[src/rtl/pc_gen.sv]
// pc_gen: fetch program counter with flush/branch redirect and branch capture across stalls.
// Optional PC_GEN_FETCH_COUNT_EN adds an accepted-fetch counter on fetch_count.
module pc_gen #(
    parameter logic [31:0] RESET_VECTOR = 32'hBFC0_0000,
    parameter logic [31:0] PC_STEP      = 32'd4
) (
    input  logic        clk,
    input  logic        rst,
    input  logic        stall,
    input  logic        flush,
    input  logic [31:0] flush_pc,
    input  logic        branch_valid,
    input  logic [31:0] branch_target,
    output logic [31:0] pc_o,
    output logic        ce_o,
    output logic        pending_o,
    output logic [31:0] fetch_count
);
    logic        pend_valid;
    logic [31:0] pend_target;
    assign pending_o = pend_valid;
    // ce_o low for one cycle after reset so the reset vector is fetched before any increment
    always_ff @(posedge clk) begin
        if (rst) begin
            pc_o        <= RESET_VECTOR;
            ce_o        <= 1'b0;
            pend_valid  <= 1'b0;
            pend_target <= '0;
        end else if (!ce_o) begin
            ce_o <= 1'b1;
        end else if (flush) begin
            pc_o       <= flush_pc;
            pend_valid <= 1'b0;
        end else if (stall) begin
            if (branch_valid) begin
                pend_valid  <= 1'b1;
                pend_target <= branch_target;
            end
        end else if (branch_valid) begin
            pc_o       <= branch_target;
            pend_valid <= 1'b0;
        end else if (pend_valid) begin
            pc_o       <= pend_target;
            pend_valid <= 1'b0;
        end else begin
            pc_o <= pc_o + PC_STEP;
        end
    end
`ifdef PC_GEN_FETCH_COUNT_EN
    logic [31:0] cnt;
    always_ff @(posedge clk) begin
        if (rst) cnt <= '0;
        else if (ce_o && !stall) cnt <= cnt + 32'd1;
    end
    assign fetch_count = cnt;
`else
    assign fetch_count = 32'h0;
`endif
endmodule

[config.mk]
export PLATFORM = sky130hd
export DESIGN_NAME = pc_gen
export DESIGN_NICKNAME = d
export VERILOG_FILES = /design/src/rtl/pc_gen.sv
export SDC_FILE = /design/constraint.sdc
export NUM_CORES = 1
export LEC_CHECK = 0
export ABC_AREA = 1
export CORE_AREA = 2 2 115 117
export DETAILED_ROUTE_END_ITERATION = 6
export DIE_AREA = 0 0 117 119
export GPL_ROUTABILITY_DRIVEN = 0
export GPL_TIMING_DRIVEN = 0
export SLEW_MARGIN = 20
export SYNTH_ARGS = -nofsm -noshare
export SYNTH_HDL_FRONTEND = slang
export SYNTH_SLANG_ARGS = --single-unit
[constraint.sdc]
create_clock -name clk -period 1.96 [get_ports clk]
set_clock_uncertainty 0.15 [all_clocks]
set_input_delay 0.294 -clock clk [delete_from_list [all_inputs] [get_ports clk]]
set_output_delay 0.294 -clock clk [all_outputs]
set_load 0.005 [all_outputs]
# == After elaboration in Yosys (flattened, before gate mapping) ==
# Cells that the tools add are included.
# word_totals
wordCells,19
reg_bits,66
input_bits,69
out_inout_bits,66
# op_classes
reduce_logical,3
muxes,8
n_eq_ne,2
n_bitwise,1
addsub,1
# op_table
cell,n
32-bit two-way mux,4
32-bit by 3-bit adder with 32-bit output (second input constant),1
1-bit two-way mux,4
2-bit AND reduction,2
4-bit AND reduction,1
3-bit by 1-bit != test with 1-bit output (second input constant),1
2-bit by 1-bit != test with 1-bit output (second input constant),1
1-bit NOT,1

# == Longest topological paths before layout ==
# Gate-level depths: netlist (run 1).
# logic_depth
depth_word,5
depth_mapped,12
depth_no_buf,12

# == Least setup slack after synthesis (run 1) ==
# Ideal clock, no wire load.
# synth_timing
kind,reg-to-reg
start,register pc_o[3]
end,register pc_o[26]
stages_incl_launch_ff,13
slack_ns,0.379
arrival_ns,1.316
setup_ns,0.115
required_ns,1.695
period_less_slack_ns,1.581
path_buffers,0
cell_sequence,dfxtp_1 > ha_1 > inv_1 > nor2_4 > nand2_2 > inv_1 > nand2_1 > nand2_1 > nand3_1 > nand2_1 > nand2_1 > nand2_1 > nand2_1
# synth_between
elab_chain_len,5
# synth_rtl
element,line,rtl
from (decl),14,"output logic [31:0] pc_o,"
from (signal assigned),32,pc_o <= flush_pc;
from (signal assigned),40,pc_o <= branch_target;
from (signal assigned),43,pc_o <= pend_target;
32-bit by 3-bit adder with 32-bit output,46,pc_o <= pc_o + PC_STEP;
32-bit two-way mux,42,end else if (pend_valid) begin
32-bit two-way mux,39,end else if (branch_valid) begin
32-bit two-way mux,34,end else if (stall) begin
32-bit two-way mux,31,end else if (flush) begin
# Every way passes these cells. The select of a mux whose other input is x is not followed.
# A chain may end at the register's enable or synchronous reset.

==> impl_metrics.py, run 1 <==
metrics = {
    "status": {
        "status": "completed",
    },
    "power_and_ir_drop": {
        "p_leak_nw": 2.660,
        "total_power_w": 0.003999,
        "share_clk_of_total_power": 0.420,
        "comb_power_share": 0.199,
        "pwr-share-seq": 0.381,
        "peakVddDrop_mv": 0.3747,
        "swShare": 0.2760,
        "power_switching_w": 0.001104,
        "pwr_density_cell_nw_per_um2": 661.0,
        "p_int_w": 0.002895,
    },
    "yosys": {
        "synth.avg_cell_area_um2": 6.037,
        "synth-seq-area-share": 0.3040,
        "netlist_top_cells_area": "dfxtp_1 (30%), nand2_1 (15%), nor2_1 (12%)",
        "synth_area_leader_cell": "dfxtp_1",
        "number_of_synthesized_register_bits": 66,
        "synth.cell_area_um2": 4347,
        "edff_count_synth": 0,
        "synth-main-ff-cell": "dfxtp_1",
        "post-synth-top-area-fraction": 0.3040,
        "ys_async_sr_fraction": 0,
        "syn-instance-count": 720,
        "ys_warn_count": 0,
        "synth.lib_cells_used.distinct": 35,
    },
    "route": {
        "totalWireLength_um": 15620,
        "detail_route.wl_per_cell_um": 14.97,
        "ant_nets": 0,
        "drt-pass1-iter-count": 5,
        "drtIter0Drc": 312,
        "via_count": 4941,
        "detail_route.vias_per_cell": 4.737,
        "drc_errors": 0,
    },
    "cells_and_area": {
        "post_layout_nets": 933,
        "area_growth_pct": 39.18,
        "most-common-layout-cells": "nand2_1 (177), nor2_1 (134), clkdlybuf4s50_1 (101), a21oi_1 (68), o21ai_0 (62)",
        "drive_above_1_share": 0.1096,
        "leading_cell_type_in_the_layout_fill_and_taps_excluded": "nand2_1",
        "antennaDiodeCount": 0,
        "layout.cells.non_filler": 1043,
    },
    "clock_network": {
        "tritoncts": "yes",
        "holdBufCountCts": 0,
        "clock_tree.root_cell": "clkbuf_16",
        "cts_inserted_buffers": 9,
        "cts_sinks": 66,
        "cts-htree-levels": 3,
        "clk_transition_reported_paths_ns": 0.05,
        "cts_max_path_buffers": 2,
        "clk-insertion-delay-late_ns": 0.34,
        "post-cts-setup-buffers": 0,
    },
    "floorplan": {
        "die_w_um": 117,
        "floorplan.rows": 42,
        "core_area_um2": 12870,
        "die-area_um2": 13920,
        "design.portCount": 135,
        "floorplan.initialDensity": 0.3376,
        "die_height_um": 119,
    },
    "global_route": {
        "vias_in_the_first_global_route": 4599,
        "groute.usage.overall": 0.2287,
        "grt_start_max_net_pins": 11,
        "overflow": 0,
        "grt_antenna_before_repair": 0,
        "grt_pass1_wl_um": 24270,
    },
    "sta": {
        "clock.fmax_ghz": 0.5302,
        "hold_slack_ns": 0.2024,
        "count_of_endpoints_failing_setup_in_the_final_report": 0,
        "rsz_0062_raised_after_global_routing": "true",
        "max_slew.worst_pin.slew_ns": 0.6566,
        "final.period_utilization": 0.9623,
        "timing.final.hold_violations": 0,
        "fin_crit_ns": 1.886,
        "maxSlewViolCount": 0,
        "max_transition_margin": 0.5623,
        "final_critical_path_setup_slack_ns": 0.07383,
    },
    "setup_path": {
        "worst_path_arrival_ns": 2.01,
        "critical_path.endpoint_type": "flop",
        "timing.critical_path.slowest_cell_delay_ns": 0.56,
        "worst-path-buf-inv": 4,
        "timing.critical_path.slowest_stage_cell": "clkdlybuf4s50_1",
        "maximum_fanout_along_the_worst_path": 10,
        "critical_path_class": "in -> reg",
        "cpLargestDelayFamily": "buffers and inverters",
        "cp_data_required_time_ns": 2.08,
        "cp_cell_sequence": "clkdlybuf4s50_1 > inv_1 > clkbuf_1 > clkbuf_2 > o21ai_0 > nor2_1",
        "cp-start-kind": "primary input",
    },
    "place": {
        "placement.setup.worst_slack_ns": -0.3096,
        "portBuffers": 101,
        "dp_hpwl_um": 11960,
        "placed_cells_incl_taps": 1028,
    },
    "worst_hold_path": {
        "worstHoldPathType": "in -> reg",
    },
    "flow_run": {
        "cap_viol_max_count": 0,
    },
}
==> per-layer routing <==
metal | GRT usage | up-vias | part of all wire
li1 | - | 2539 | -
met1 | 0.3135 | 2195 | 0.47
met2 | 0.3616 | 177 | 0.45
met3 | 0.03155 | 30 | 0.060
met4 | 0.08750 | 0 | 0.027
met5 | 0 | - | 0
==> metrics by stage <==
stage | util | TNS, ns | cell area (um2)
2_1_floorplan | - | 0 | 4463
3_3_place_gp | 0.4423 | -11.96 | 5694
3_5_place_dp | 0.4423 | -11.15 | 5694
4_1_cts | 0.4660 | 0 | 6000
5_1_grt | 0.4699 | -0.1421 | 6050
6_report | 0.4699 | 0 | 6050
==> worst paths after layout <==
check                     to  depth (start not counted)  slack (ns)      startpoint
min reg2reg   pend_target[1]                          2        0.29  pend_target[1]
max          pend_target[16]                          6        0.07             rst
min                pending_o                          3        0.20    branch_valid
max reg2reg         pc_o[28]                         11        0.11        pc_o[11]
==> worst reg2reg max path: stages, from the launching register on <==
cell	delay, ns
dfxtp_1	0.46
nand2_1	0.14
nor2_1	0.22
nand2_1	0.10
nor2_1	0.22
nand2_1	0.08
nand2_1	0.06
nand3_1	0.09
nand2_1	0.08
nand2_1	0.05
nand2_1	0.05
nand2_1	0.04
==> power by group through the flow <==
stage                     logic (W)  registers, W  clock network [W]
final                      0.000796       0.00152            0.00168
after global routing       0.000880       0.00153            0.00174
after CTS                  0.000784       0.00152            0.00170
after detailed placement   0.000781       0.00155                  0
after global placement     0.000781       0.00155                  0
after floorplan            0.000406       0.00151                  0
==> repair_timing <==
item                       4_1_cts  5_1_grt
setup endpoints to repair        0       34
gates resized for setup          0       26
hold endpoints to repair         0        0
==> layout make-up <==
class | count | area, um2
Inverter | 54 | 202.7
Fill cell | 1357 | 6825
Tap cell | 176 | 220.2
Buffer | 65 | 400.4
Multi-Input combinational cell | 566 | 2580
Clock inverter | 2 | 35.03
Sequential cell | 66 | 1330
Timing Repair Buffer | 101 | 1011
Clock buffer | 13 | 270.3
==> synth_stat cells (3+ instances only) <==
cell and number:
a21oi_1 69, a22oi_1 4, buf_1 3, buf_2 10, buf_4 33, clkbuf_1 17
dfxtp_1 66, inv_1 53, nand2_1 178, nand2_2 3, nand3_1 39, nor2_1 137
nor2_2 3, nor2_4 6, o21ai_0 62, o21ai_1 9, xnor2_1 3
==> logic make-up (layout without fill, tap and decap cells) <==
family	after synthesis	in the layout	share of synthesized area
other	1	32	0.0008627
AO/OA/AOI/OAI	155	155	0.1868
adder cells (fa/ha/maj)	1	1	0.002878
AND/OR/NAND/NOR	373	373	0.3578
XOR/XNOR	5	5	0.01008
buffers and inverters	119	235	0.1376
flip-flops	66	66	0.3040
==> registers in the layout, indices dropped and copies added, names as in the netlist <==
register,flops
ce_o,1
pend_target,32
pc_o,32
pending_o,1
Note: power is estimated with default switching activity, not from simulation.
==> inputs of run 2 (changes only) <==
ABC_CLOCK_PERIOD_IN_PS = 2100   (was not set)
TNS_END_PERCENT = 10   (was not set)
clock period = 2.1 ns   (was 1.96 ns; I/O delays follow)
==> run 2 against run 1 <==
  * Combinational power is 7.0% lower
  * Sequential cell count stayed put
  * Critical endpoint is now pc_o[24]
  * Highest routed layer unchanged
  * Final cell count stayed put
==> impl_metrics.py, run 2 (synthesis results as in run 1) <==
metrics = {
    "power_and_ir_drop": {
        "p_leak_nw": 2.650,
        "total_power_w": 0.003733,
        "peakVddDrop_mv": 0.3503,
        "pwr-share-seq": 0.380,
        "swShare": 0.2772,
        "comb_power_share": 0.198,
        "power_switching_w": 0.001035,
        "pwr_density_cell_nw_per_um2": 621.5,
        "p_int_w": 0.002698,
        "share_clk_of_total_power": 0.422,
    },
    "route": {
        "detail_route.vias_per_cell": 4.751,
        "drc_errors": 0,
        "ant_nets": 0,
        "drt-pass1-iter-count": 5,
        "via_count": 4955,
        "detail_route.wl_per_cell_um": 15.02,
        "drtIter0Drc": 351,
        "totalWireLength_um": 15660,
    },
    "global_route": {
        "vias_in_the_first_global_route": 4599,
        "grt_pass1_wl_um": 24270,
        "globalRouteMet3Util": 0.03155,
        "globalRouteMet1Util": 0.3135,
        "grt_antenna_before_repair": 0,
        "grt_most_used_layer": "met2",
        "grt_start_max_net_pins": 11,
        "global_route.usage.met2": 0.3616,
        "overflow": 0,
        "groute.usage.overall": 0.2287,
    },
    "place": {
        "portBuffers": 101,
        "placed_cells_incl_taps": 1028,
        "placement.cell_area_um2": 5694,
        "placement.setup.worst_slack_ns": -0.1906,
        "dp_hpwl_um": 11960,
    },
    "sta": {
        "rsz_0062_raised_after_global_routing": "false",
        "final.period_utilization": 0.9133,
        "maxSlewViolCount": 0,
        "final_critical_path_setup_slack_ns": 0.1821,
        "count_of_endpoints_failing_setup_in_the_final_report": 0,
        "timing.final.hold_violations": 0,
        "fin_crit_ns": 1.918,
        "max_transition_margin": 0.5494,
        "clock.fmax_ghz": 0.5214,
        "max_slew.worst_pin.slew_ns": 0.6758,
    },
    "clock_network": {
        "clock_tree.root_cell": "clkbuf_16",
        "cts-htree-levels": 3,
        "cts_max_path_buffers": 2,
        "clk-insertion-delay-late_ns": 0.34,
        "post-cts-setup-buffers": 0,
        "cts_inserted_buffers": 9,
        "holdBufCountCts": 0,
        "cts_repair_resize_count": 0,
        "cts_sinks": 66,
        "clk_transition_reported_paths_ns": 0.06,
        "tritoncts": "yes",
    },
    "setup_path": {
        "worstRegToRegCells": 10,
        "maximum_fanout_along_the_worst_path": 5,
        "critical_path_class": "reg -> reg",
        "worst_path_arrival_ns": 2.00,
        "cp_data_required_time_ns": 2.18,
        "critical_path.endpoint_type": "flop",
        "cp-start-kind": "flop",
    },
    "floorplan": {
        "die_w_um": 117,
        "floorplan.rows": 42,
        "die-area_um2": 13920,
        "die_height_um": 119,
        "floorplan.initialDensity": 0.3376,
        "design.portCount": 135,
        "core_area_um2": 12870,
    },
    "cells_and_area": {
        "postLayoutCellArea_um2": 6006,
        "layout.cells.non_filler": 1043,
        "reg.largest.list": "pc_o (32), pend_target (32)",
        "n_fill_cell": 1363,
        "drive_above_1_share": 0.08881,
        "antennaDiodeCount": 0,
        "post_layout_nets": 933,
        "area_growth_pct": 38.17,
        "most-common-layout-cells": "nand2_1 (178), nor2_1 (137), clkdlybuf4s50_1 (101), a21oi_1 (69), dfxtp_1 (66)",
        "leading_cell_type_in_the_layout_fill_and_taps_excluded": "nand2_1",
        "layout.area.seq_um2": 1321,
        "multi_input_area_um2": 2549,
        "finalCoreUtilization": 0.4665,
    },
    "status": {
        "status": "completed",
    },
    "flow_run": {
        "cap_viol_max_count": 0,
    },
    "worst_hold_path": {
        "worstHoldPathType": "in -> reg",
        "timing.hold.worst_path_depth": 3,
    },
}
[run 2: cell count changes in the layout (fill, tap and decap cells not counted), moves of 2 or more]
cell | previous run | this run
nor2_4 | 9 | 7
dfxtp_2 | 7 | 0
clkbuf_1 | 14 | 17
dfxtp_1 | 59 | 66
nor2_1 | 134 | 137
clkbuf_2 | 4 | 1
[run 2: stage by stage]
step / hold WS (ns) / TNS (ns)
5_1_grt: 0.2697 / 0
2_1_floorplan: 0.2733 / 0
4_1_cts: 0.2123 / 0
6_report: 0.2225 / 0
3_5_place_dp: 0.2886 / -4.430
3_3_place_gp: 0.2843 / -5.137
[run 2: final timing paths]
check | from | endpoint | slack (ns)
max | pc_o[3] | pc_o[24] | 0.18
max reg2reg | pc_o[3] | pc_o[24] | 0.18
min | branch_valid | pending_o | 0.22
min reg2reg | pend_target[1] | pend_target[1] | 0.29
[run 2: power by group through the flow]
stage	registers, W	logic, W	clock network (W)
detailed placement	0.00144	0.000729	0
global route	0.00143	0.000816	0.00162
floorplan	0.00141	0.000379	0
finish	0.00142	0.000740	0.00157
global placement	0.00144	0.000729	0
CTS	0.00142	0.000732	0.00159
[run 2: cell type report]
type / instances / share of cell area
clock buffers: 13 / 0.04500
repair buffers: 101 / 0.1683
well taps: 176 / 0.03667
multi-input cells: 566 / 0.4244
clock inverters: 2 / 0.005833
plain buffers: 65 / 0.06604
inverters: 54 / 0.03375
flip-flops and latches: 66 / 0.2200
[run 2: critical path, stage by stage (launching register included)]
cell,delay (ns)
dfxtp_1,0.41
ha_1,0.26
nand3_1,0.20
nor2_1,0.31
nand2_1,0.09
nand2_1,0.06
nand3_1,0.08
nand2_1,0.08
nand2_1,0.06
nand2_1,0.05
nand2_1,0.04
[run 2: routing by layer]
metal  share of wire  up-vias  wire, um
met5               0        -         0
li1                -     2540         -
met2            0.45      192      7015
met3           0.067       26      1043
met4           0.025        0       384
met1            0.46     2197      7217
==> inputs of run 3 (changes only) <==
CTS_BUF_LIST = sky130_fd_sc_hd__clkbuf_2   (was not set)
SLEW_MARGIN = 10   (was 20)
==> run 3 against run 2 <==
  * Routed wire length fell by 0.44%
  * Hold slack lost 0.0023 ns
  * Design area decreased by 3.1%
  * Utilization fell by 1.5 points
  * Final cell count about the same
  * Total power down 22%
  * Critical path type is now reg -> out
==> impl_metrics.py, run 3 (synthesis results as in run 1) <==
metrics = {
    "cells_and_area": {
        "leading_cell_type_in_the_layout_fill_and_taps_excluded": "nand2_1",
        "post_layout_nets": 934,
        "drive_above_1_share": 0.1014,
        "layout.cells.non_filler": 1044,
        "most-common-layout-cells": "nand2_1 (178), nor2_1 (137), clkdlybuf4s50_1 (101), a21oi_1 (69), o21ai_0 (62)",
        "area_growth_pct": 33.85,
        "antennaDiodeCount": 0,
        "finalCoreUtilization": 0.4519,
        "reg.largest.list": "pc_o (32), pend_target (32)",
    },
    "setup_path": {
        "worst_path_arrival_ns": 1.59,
        "worstRegToRegCells": 10,
        "worst-path-buf-inv": 1,
        "worstSetupPathDepth": 1,
        "critical_path_class": "reg -> out",
        "maximum_fanout_along_the_worst_path": 6,
        "cp_data_required_time_ns": 1.63,
        "cp-start-kind": "flop",
        "worst_setup_path_endpoint": "pc_o[25]",
        "critical_path.endpoint_type": "primary output",
        "crit-reg2reg-capture": "pc_o[24]",
        "cp_cell_sequence": "clkdlybuf4s50_1",
        "cpLargestDelayFamily": "buffers and inverters",
        "critical_path.reg2reg.startpoint": "pc_o[3]",
        "worst-r2r-setup-slack_ns": 0.19,
        "timing.critical_path.slowest_stage_cell": "clkdlybuf4s50_1",
        "timing.critical_path.from": "pc_o[25]",
        "timing.critical_path.slowest_cell_delay_ns": 0.56,
    },
    "route": {
        "drc_errors": 0,
        "detail_route.wl_per_cell_um": 14.93,
        "detail_route.vias_per_cell": 4.781,
        "drt-pass1-iter-count": 5,
        "ant_nets": 0,
        "drtIter0Drc": 331,
        "via_count": 4991,
        "totalWireLength_um": 15590,
    },
    "clock_network": {
        "cts_sinks": 66,
        "clk-insertion-delay-late_ns": 0.53,
        "cts_inserted_buffers": 9,
        "clk_transition_reported_paths_ns": 0.20,
        "cts_max_path_buffers": 2,
        "cts-htree-levels": 3,
        "tritoncts": "yes",
        "clock_tree.root_cell": "clkbuf_2",
        "post-cts-setup-buffers": 0,
    },
    "worst_hold_path": {
        "hold_path_startpoint": "branch_target[20]",
        "worstHoldPathType": "in -> reg",
    },
    "sta": {
        "rsz_0062_raised_after_global_routing": "false",
        "timing.final.hold_violations": 0,
        "maxSlewViolCount": 0,
        "setup_tns_ns": 0,
        "count_of_endpoints_failing_setup_in_the_final_report": 0,
        "final.period_utilization": 0.9779,
        "max_transition_margin": 0.5342,
        "clock.fmax_ghz": 0.4869,
        "max_slew.worst_pin.slew_ns": 0.6987,
        "final_critical_path_setup_slack_ns": 0.04639,
        "fin_crit_ns": 2.054,
    },
    "power_and_ir_drop": {
        "peakVddDrop_mv": 0.2695,
        "p_leak_nw": 2.565,
        "pwr_density_cell_nw_per_um2": 499.8,
    },
    "place": {
        "placed_cells_incl_taps": 1028,
        "dp_hpwl_um": 11960,
        "portBuffers": 101,
        "placement.setup.worst_slack_ns": -0.1906,
    },
    "flow_run": {
        "cap_viol_max_count": 0,
    },
    "floorplan": {
        "die-area_um2": 13920,
        "die_w_um": 117,
        "floorplan.initialDensity": 0.3376,
        "floorplan.rows": 42,
        "core_area_um2": 12870,
        "design.portCount": 135,
        "die_height_um": 119,
    },
    "global_route": {
        "grt_antenna_before_repair": 0,
        "groute.usage.overall": 0.2267,
        "grt_pass1_wl_um": 24070,
        "grt_start_max_net_pins": 11,
        "vias_in_the_first_global_route": 4571,
        "overflow": 0,
    },
    "status": {
        "status": "completed",
    },
}
run 3: cell types whose count changed in the layout (fill, tap and decap cells not counted), sizes merged:
cell	previous run	this run
clkbuf	30	27
clkinv	1	4
dlygate4sd3	0	1
run 3: repair_timing:
action                                 in CTS  in global routing
setup endpoints to repair                   6                  9
endpoints found under the hold margin       1                  0
hold buffers                                1                  0
resized for setup                           6                  8
run 3: how the worst min path moves through the flow:
stage                       to  slack (ns)  cells after the start
2_1_floorplan   pend_target[0]        0.27                      2
3_3_place_gp    pend_target[1]        0.28                      2
3_5_place_dp    pend_target[1]        0.29                      2
4_1_cts                pc_o[3]        0.19                      3
5_1_grt        pend_target[11]        0.24                      3
6_report       pend_target[20]        0.22                      3
run 3: cell type report:
class,instances,area [um2]
Clock inverter,5,46.29
Fill cell,1393,7057
Sequential cell,66,1339
Clock buffer,10,50.05
Buffer,65,395.4
Timing Repair Buffer,102,1021
Multi-Input combinational cell,566,2544
Inverter,54,202.7
Tap cell,176,220.2
run 3: where the power goes:
group	switching (W)	leakage [nW]	internal [W]
registers	0.0000948	0.543	0.00133
logic	0.000374	1.96	0.000367
clock network	0.000483	0.0643	0.000260
total	0.000952	2.57	0.00196
run 3: per-stage QoR:
stage | cell area [um2] | hold WS (ns) | power, W
after floorplan | 4463 | 0.2733 | 0.001793
after global placement | 5694 | 0.2843 | 0.002173
after detailed placement | 5694 | 0.2886 | 0.002172
after CTS | 5808 | 0.1869 | 0.002907
after global routing | 5818 | 0.2444 | 0.003037
final | 5818 | 0.2201 | 0.002908
run 3: routing by layer:
metal / vias to the layer above / part of all wire / global-route usage
li1: 2541 / - / -
met3: 20 / 0.066 / 0.03715
met4: 0 / 0.018 / 0.06838
met1: 2252 / 0.46 / 0.3104
met5: - / 0 / 0
met2: 178 / 0.45 / 0.3638
